### src/rtl/noc_link_mux_pkg.sv
// rtl/noc_link_mux_pkg.sv - shared constant functions for the NoC output-link mux
package noc_link_mux_pkg;

  function automatic int clog2(input int n);
    int r;
    r = 0;
    while ((1 << r) < n) r = r + 1;
    return r;
  endfunction

endpackage

### src/rtl/noc_rr_arb.sv
// rtl/noc_rr_arb.sv - combinational round-robin arbiter, one-hot grant
// Grants the first requesting channel at or after ptr, wrapping modulo CHANNELS.
module noc_rr_arb
  import noc_link_mux_pkg::*;
#(
  parameter int CHANNELS = 2,
  parameter int CH_W     = (CHANNELS > 1) ? clog2(CHANNELS) : 1
) (
  input  logic [CHANNELS-1:0] req,
  input  logic [CH_W-1:0]     ptr,
  output logic [CHANNELS-1:0] gnt
);

  function automatic int wrap_idx(input int x);
    return (x >= CHANNELS) ? x - CHANNELS : x;
  endfunction

  logic found;

  always_comb begin
    gnt   = '0;
    found = 1'b0;
    for (int off = 0; off < CHANNELS; off++) begin
      for (int c = 0; c < CHANNELS; c++) begin
        if (!found && req[c] && (c == wrap_idx(int'(ptr) + off))) begin
          gnt[c] = 1'b1;
          found  = 1'b1;
        end
      end
    end
  end

endmodule

### src/rtl/noc_link_mux.sv
// rtl/noc_link_mux.sv - packet-atomic round-robin merge of virtual channels onto one registered link
// One-entry output register; a channel stays locked from its first flit until its last is accepted.
module noc_link_mux
  import noc_link_mux_pkg::*;
#(
  parameter int CHANNELS   = 2,
  parameter int FLIT_WIDTH = 32
) (
  input  logic                                 clk,
  input  logic                                 rst_n,
  input  logic [CHANNELS-1:0][FLIT_WIDTH-1:0]  in_flit,
  input  logic [CHANNELS-1:0]                  in_last,
  input  logic [CHANNELS-1:0]                  in_valid,
  output logic [CHANNELS-1:0]                  in_ready,
  output logic [FLIT_WIDTH-1:0]                out_flit,
  output logic                                 out_last,
  output logic [CHANNELS-1:0]                  out_valid,
  input  logic [CHANNELS-1:0]                  out_ready
);

  localparam int CH_W = (CHANNELS > 1) ? clog2(CHANNELS) : 1;
  localparam logic [CH_W-1:0] LAST_CH = CH_W'(CHANNELS - 1);

  logic                  locked_q, locked_d;
  logic [CH_W-1:0]       lock_ch_q, lock_ch_d;
  logic [CH_W-1:0]       rr_ptr_q, rr_ptr_d;
  logic                  full_q, full_d;
  logic [FLIT_WIDTH-1:0] flit_q, flit_d;
  logic                  last_q, last_d;
  logic [CH_W-1:0]       ch_q, ch_d;

  logic [CHANNELS-1:0]   gnt_rr, gnt_lock, gnt, ch_onehot;
  logic                  drain, space, accept;
  logic [CH_W-1:0]       g_idx;
  logic                  g_last;
  logic [FLIT_WIDTH-1:0] g_flit;

  noc_rr_arb #(
    .CHANNELS (CHANNELS),
    .CH_W     (CH_W)
  ) u_arb (
    .req (in_valid),
    .ptr (rr_ptr_q),
    .gnt (gnt_rr)
  );

  always_comb begin
    ch_onehot = '0;
    gnt_lock  = '0;
    for (int c = 0; c < CHANNELS; c++) begin
      ch_onehot[c] = (CH_W'(c) == ch_q);
      gnt_lock[c]  = (CH_W'(c) == lock_ch_q) & in_valid[c];
    end
  end

  assign drain  = full_q & (|(ch_onehot & out_ready));
  assign space  = ~full_q | drain;
  assign gnt    = locked_q ? gnt_lock : gnt_rr;
  assign accept = space & (|gnt);

  // Reset gating stays on the port only, so internal accept never depends on rst_n.
  assign in_ready = (rst_n & space) ? gnt : '0;

  always_comb begin
    g_idx  = '0;
    g_last = 1'b0;
    g_flit = '0;
    for (int c = 0; c < CHANNELS; c++) begin
      if (gnt[c]) begin
        g_idx  = CH_W'(c);
        g_last = in_last[c];
        g_flit = in_flit[c];
      end
    end
  end

  always_comb begin
    locked_d  = locked_q;
    lock_ch_d = lock_ch_q;
    rr_ptr_d  = rr_ptr_q;
    full_d    = full_q;
    flit_d    = flit_q;
    last_d    = last_q;
    ch_d      = ch_q;
    if (accept) begin
      full_d = 1'b1;
      flit_d = g_flit;
      last_d = g_last;
      ch_d   = g_idx;
      if (g_last) begin
        locked_d = 1'b0;
        rr_ptr_d = (g_idx == LAST_CH) ? '0 : g_idx + CH_W'(1);
      end else begin
        locked_d  = 1'b1;
        lock_ch_d = g_idx;
      end
    end else if (drain) begin
      full_d = 1'b0;
    end
  end

  always_ff @(posedge clk or negedge rst_n) begin
    if (!rst_n) begin
      locked_q  <= 1'b0;
      lock_ch_q <= '0;
      rr_ptr_q  <= '0;
      full_q    <= 1'b0;
      flit_q    <= '0;
      last_q    <= 1'b0;
      ch_q      <= '0;
    end else begin
      locked_q  <= locked_d;
      lock_ch_q <= lock_ch_d;
      rr_ptr_q  <= rr_ptr_d;
      full_q    <= full_d;
      flit_q    <= flit_d;
      last_q    <= last_d;
      ch_q      <= ch_d;
    end
  end

  assign out_flit  = flit_q;
  assign out_last  = last_q;
  assign out_valid = full_q ? ch_onehot : '0;

endmodule

### config.mk
export PLATFORM = sky130hd
export DESIGN_NAME = noc_link_mux
export DESIGN_NICKNAME = d
export VERILOG_FILES = /design/src/rtl/noc_link_mux_pkg.sv /design/src/rtl/noc_rr_arb.sv /design/src/rtl/noc_link_mux.sv
export SDC_FILE = /design/constraint.sdc
export NUM_CORES = 1
export LEC_CHECK = 0
export BUFFER_PORTS_ARGS = -buffer_cell sky130_fd_sc_hd__buf_2
export CORE_MARGIN = 3
export CORE_UTILIZATION = 49
export DETAILED_ROUTE_END_ITERATION = 10
export GPL_ROUTABILITY_DRIVEN = 1
export HOLD_SLACK_MARGIN = 0.1
export PLACE_DENSITY = 0.87
export SLEW_MARGIN = 40
export SYNTH_ARGS = -nofsm -noshare
export SYNTH_HDL_FRONTEND = slang
export SYNTH_SLANG_ARGS = --single-unit
export TNS_END_PERCENT = 30
### constraint.sdc
create_clock -name clk -period 4.69 [get_ports clk]
set_input_delay 0.938 -clock clk [delete_from_list [all_inputs] [get_ports clk]]
set_output_delay 0.938 -clock clk [all_outputs]
set_load 0.01 [all_outputs]
# Word-level counts from Yosys, hierarchy flattened

Cells that the tools add are included.
Widths: inputs -> output; s select.

Bits in latches: 0
Flip-flop bits (word level): 38
Output and inout port bits: 37
Memory bits (writable): 0
Memory bits (read-only): 0
Input port bits: 72
Word-level logic and storage cells: 63
Memories kept: 0

Divide/modulo/power cells: 0
$add $sub $neg: 4
Reduce and logical (&&, ||, !) cells: 17
Multiplexer cells: 20
Bitwise operators: 11
Order comparisons: 2
Multiply operators: 0
Shifts and indexed selects: 0
Eq/ne operators: 2

Operators by type and width:

| operator              | number |
|---|---|
| $mux 32               | 4 |
| $eq 2x32->1 const A   | 2 |
| $logic_not 32->1      | 2 |
| $ge 32x3->1 const B   | 1 |
| $sub 32x3->32 const B | 1 |
| $mux 1                | 13 |
| $logic_and 1x1->1     | 7 |
| $mux 2                | 3 |
| $and 1x1->1           | 5 |
| $not 1->1             | 4 |
| $reduce_and 2->1      | 2 |
| $reduce_or 2->1       | 2 |
| $logic_not 1->1       | 3 |
| $sub 1x2->3 const B   | 1 |
| $add 1x1->2 const B   | 1 |
| $and 2x2->2           | 1 |
| $ge 1x2->1 const B    | 1 |
| $reduce_bool 2->1     | 1 |
| $add 1x1->1 const B   | 1 |
| $or 1x1->1            | 1 |

# Depth between registers and ports, before layout

Word-level depth: 22
Gate-level depth with buffers: 6

# Cells and area by module

A second synthesis with hierarchy kept.

Cells, all modules: 173
Area total of the unflattened synthesis: 1761.7 µm²

By module, submodules not included:

| module       | cells an instance | area each (µm²) | instances | sequential area each (µm²) |
|---|---|---|---|---|
| noc_link_mux | 170               | 1742.9          | 1         | 950.9 |
| noc_rr_arb   | 3                 | 18.8            | 1         | 0.0 |

# Worst setup path before layout

No wires, ideal clock.

Path type: input port to output port
Start point: input in_valid[0]
End point: output in_ready[0]
Arrival time: 1.831 ns
Buffers on the path: 2
Setup slack: 1.921 ns
Cell stages on the path: 5
Path through: a21bo_1 a31oi_2 buf_6 buf_8 and3_1

Cells in the longest elaborated chain, start to end: 12
Elaborated cells between the ends (all ways): 13

Ends and longest elaborated chain:

| item                           | line               | source |
|---|---|---|
| start: declaration             | noc_link_mux.sv:13 | `input logic [CHANNELS-1:0] in_valid,` |
| $logic_and 1x1->1              | noc_rr_arb.sv:25   | `if (!found && req[c] && (c == wrap_idx(int'(ptr) + off))) begin` |
| $mux 1                         | noc_rr_arb.sv:25   |  |
| $logic_not 1->1                | noc_rr_arb.sv:25   |  |
| $logic_and 1x1->1 (2 in a row) | noc_rr_arb.sv:25   |  |
| $mux 1                         | noc_rr_arb.sv:25   |  |
| $logic_not 1->1                | noc_rr_arb.sv:25   |  |
| $logic_and 1x1->1 (2 in a row) | noc_rr_arb.sv:25   |  |
| $mux 1                         | noc_rr_arb.sv:25   |  |
| $mux 2 (*)                     | noc_link_mux.sv:58 | `assign gnt = locked_q ? gnt_lock : gnt_rr;` |
| $mux 2 (*)                     | noc_link_mux.sv:62 | `assign in_ready = (rst_n & space) ? gnt : '0;` |
| end: declaration               | noc_link_mux.sv:14 | `output logic [CHANNELS-1:0] in_ready,` |

Every way passes the cells marked *; elsewhere a longest branch is shown, timed or not.

# Final worst setup path

Start point: input in_valid[0]
End point: output in_ready[1]

Cells in the longest elaborated chain, start to end: 16
Elaborated cells between the ends (all ways): 17

Ends and longest elaborated chain:

| item                           | line |
|---|---|
| $logic_and 1x1->1              | noc_rr_arb.sv:25 |
| $mux 1                         | noc_rr_arb.sv:25 |
| $logic_not 1->1                | noc_rr_arb.sv:25 |
| $logic_and 1x1->1 (2 in a row) | noc_rr_arb.sv:25 |
| $mux 1                         | noc_rr_arb.sv:25 |
| $logic_not 1->1                | noc_rr_arb.sv:25 |
| $logic_and 1x1->1 (2 in a row) | noc_rr_arb.sv:25 |
| $mux 1                         | noc_rr_arb.sv:25 |
| $logic_not 1->1                | noc_rr_arb.sv:25 |
| $logic_and 1x1->1 (2 in a row) | noc_rr_arb.sv:25 |
| $mux 1 (*)                     | noc_rr_arb.sv:25 |
| $mux 2 (*)                     | noc_link_mux.sv:58 |
| $mux 2 (*)                     | noc_link_mux.sv:62 |

Marked as above.

==> flow_summary.ini <==
[global_routing]
grt.overflow.total = 0
grt_pass1_vias = 1591
grt_max_degree = 41
antenna_found_initial = 0
gr-usage-all-layers = 0.181
grt_pass1_wl_um = 7590

[synthesis]
netlist_instances = 144
synth_top_family_by_area = compound AO/OA/AOI/OAI gates
yosys.area_share.simple = 0.0285
yosys-top-cells-count = dfrtp_1, a22oi_2, o2bb2ai_2, o2bb2ai_1
yosysMostFrequentCell = dfrtp_1
netlist.area_leader.share = 0.442
synth_xor_area_frac = 0
yosys_warnings = 0
synth_edf_count = 0
synthArstFlopShare = 1.00
syn_avg_cell_area_um2 = 14.9
synth_fp_nets = 216
synth.mux.area_fraction = 0.00466
synth.ff_latch_count = 38
netlist_area_um2 = 2150
synth_cell_types = 30
synth-compound-area-share = 0.446
synth_top_area_cell = dfrtp_1
netlist_top_cells_area = dfrtp_1, o2bb2ai_2, a22oi_2
synthAdderAreaFrac = 0
ys_seq_area_frac = 0.442
synth_ff_type = dfrtp_1

[clocking]
path_clk_slew_ns = 0.06
cts_root_buf = clkbuf_8
tritoncts = done
cts_setup_buffers = 0
numCtsBuffers = 5
cts.sinks = 38
clock_latency_ns = 0.27
cts_resized = 0
clock_path_buffers = 2
htree_levels = 2
hold_buffers = 0

[placed_design]
portBuffers = 108
gp_congestion = 0.755
dp_hpwl_um = 3590
preCtsSetupSlack_ns = 1.58

[layout]
fin_nets = 319
areaGrowthSynthToFinish_pct = 28.6
drive_above_1_share = 0.738
n_antenna_cell = 0
final.fill_count = 318

[critical_path]
cpPeakStageDelay_ns = 0.50
worstSetupStartpointType = input port
worstSetupPathType = in2out
cp-end-kind = output port
worstPathArrival_ns = 2.18
critPathRequiredTime_ns = 3.75
cp_cell_sequence = buf_2 -> a221oi_4 -> buf_4 -> and3_1 -> buf_2
crit_top_cell = buf_2
cp_slowest_cell = buf_4
path_max_fanout = 39

[timing]
clock-skew-final_ns = 0.00869
slew_headroom = 0.622
fin_ws_ns = 1.58
post-route-period-util = 0.664
fin_crit_ns = 3.11
slew_viol_final = 0
rsz0062_at_grt = false
tightestPinTransition_ns = 0.567
final_hold_viol_count = 0
finalSetupViolations = 0
setup_tns_ns = 0
max_freq_ghz = 0.321

[die]
die_h_um = 72.2
coreArea_um2 = 4120
io_pins = 109
num_rows = 23
start_util = 0.522
die-area_um2 = 5220
die_x_um = 72.2

[hold_path]
hold_path_class = reg2reg

[routing]
wire_per_inst_um = 16.4
drcViolationCount = 0
vias_per_cell = 5.51
wl_um = 4870
first_iter_violations = 79
drtAntennaViolNets = 0
num_vias = 1641
drtPass1Iterations = 4

[run_status]
status = finished, final reports clean

[pwr]
power.leakage_nw = 1.25
peakVddDrop_v = 0.000387
power_density_nw_per_um2 = 657

[job]
maxCapViolCount = 0
## worst paths after layout
| kind | start | to | slack [ns] | depth (start not counted) |
|---|---|---|---|---|
| setup / recovery | in_valid[0] | in_ready[1] | 1.58 | 5 |
| hold / removal | out_flit[16] | out_flit[16] | 0.49 | 1 |
| setup reg to reg | locked_q | out_flit[17] | 2.44 | 6 |
| hold reg to reg | out_flit[16] | out_flit[16] | 0.49 | 1 |
| max in group asynchronous | rst_n | out_flit[8] | 3.74 | 1 |
| min in group asynchronous | rst_n | rr_ptr_q | 0.61 | 1 |
## per-layer routing
| layer | GRT usage | part of all wire |
|---|---|---|
| met4 | 0.0438 | 0.0066 |
| met1 | 0.231 | 0.41 |
| met5 | 0 | 0 |
| met2 | 0.319 | 0.52 |
| met3 | 0.0332 | 0.073 |
## placed cells by master, fill, tap and decap left out
cell and n:
dfrtp_1 38, clkbuf_8 5, a221oi_4 1, a22oi_1 4, inv_1 4, nor2b_1 1
and3_1 2, a22o_1 1, a21bo_1 1, nand2_2 1, nor2_1 1, mux2i_1 1
o2bb2ai_2 28, clkinv_2 2, nand2_1 1, buf_4 4, o21ai_4 1, o21ai_0 1
or3_1 1, a31oi_1 1, o2bb2ai_1 6, and2_4 1, a31oi_4 1, buf_2 107
o2bb2a_4 1, nand3_2 1, a21o_1 1, a22oi_2 29, bufinv_16 1, and2_1 1
## layout make-up
class | instances | area, µm² | share of cell area
clock buffer | 5 | 68.8 | 0.0249
clock inverter | 3 | 40.0 | 0.0145
inverter | 4 | 15.0 | 0.00543
multi-input combinational | 87 | 1060 | 0.384
sequential | 38 | 951 | 0.344
tap | 50 | 62.6 | 0.0226
timing repair buffer | 111 | 566 | 0.205
## flip-flops by register name (all words and copies together), names as in the netlist
name / cells
ch_q: 1
full_q: 1
out_flit: 32
rr_ptr_q: 1
out_last: 1
lock_ch_q: 1
locked_q: 1
## cell families after synthesis
kind of cell    Yosys count
compound gates           76
buf+inv                  19
flops                    38
mux                       1
simple gates             10
## worst max-delay path, delay by kind of cell
family / cells / cell delay, ns
AND/OR/NAND/NOR: 1 / 0.22
AO/OA/AOI/OAI: 1 / 0.24
buffers and inverters: 3 / 0.74
## report_power, final
group	leakage, nW	total, mW	internal, mW	switching [mW]
Combinational	0.739	0.942	0.434	0.508
Sequential	0.455	0.613	0.493	0.120
Clock	0.0579	0.262	0.156	0.105
Total	1.25	1.82	1.08	0.733
## metrics by stage
step                      cells  cell area (µm²)  total power, mW  utilization  hold slack (ns)
final                       298             2760             1.82        0.672            0.491
after global routing        298             2760             1.93        0.672            0.503
after CTS                   298             2760             1.84        0.671            0.496
after detailed placement    290             2650             1.57        0.645            0.478
after global placement      290             2650             1.54        0.644            0.471
after floorplan             144             2150             1.32            -            0.497
No activity file was read; power rests on OpenSTA's default activity.
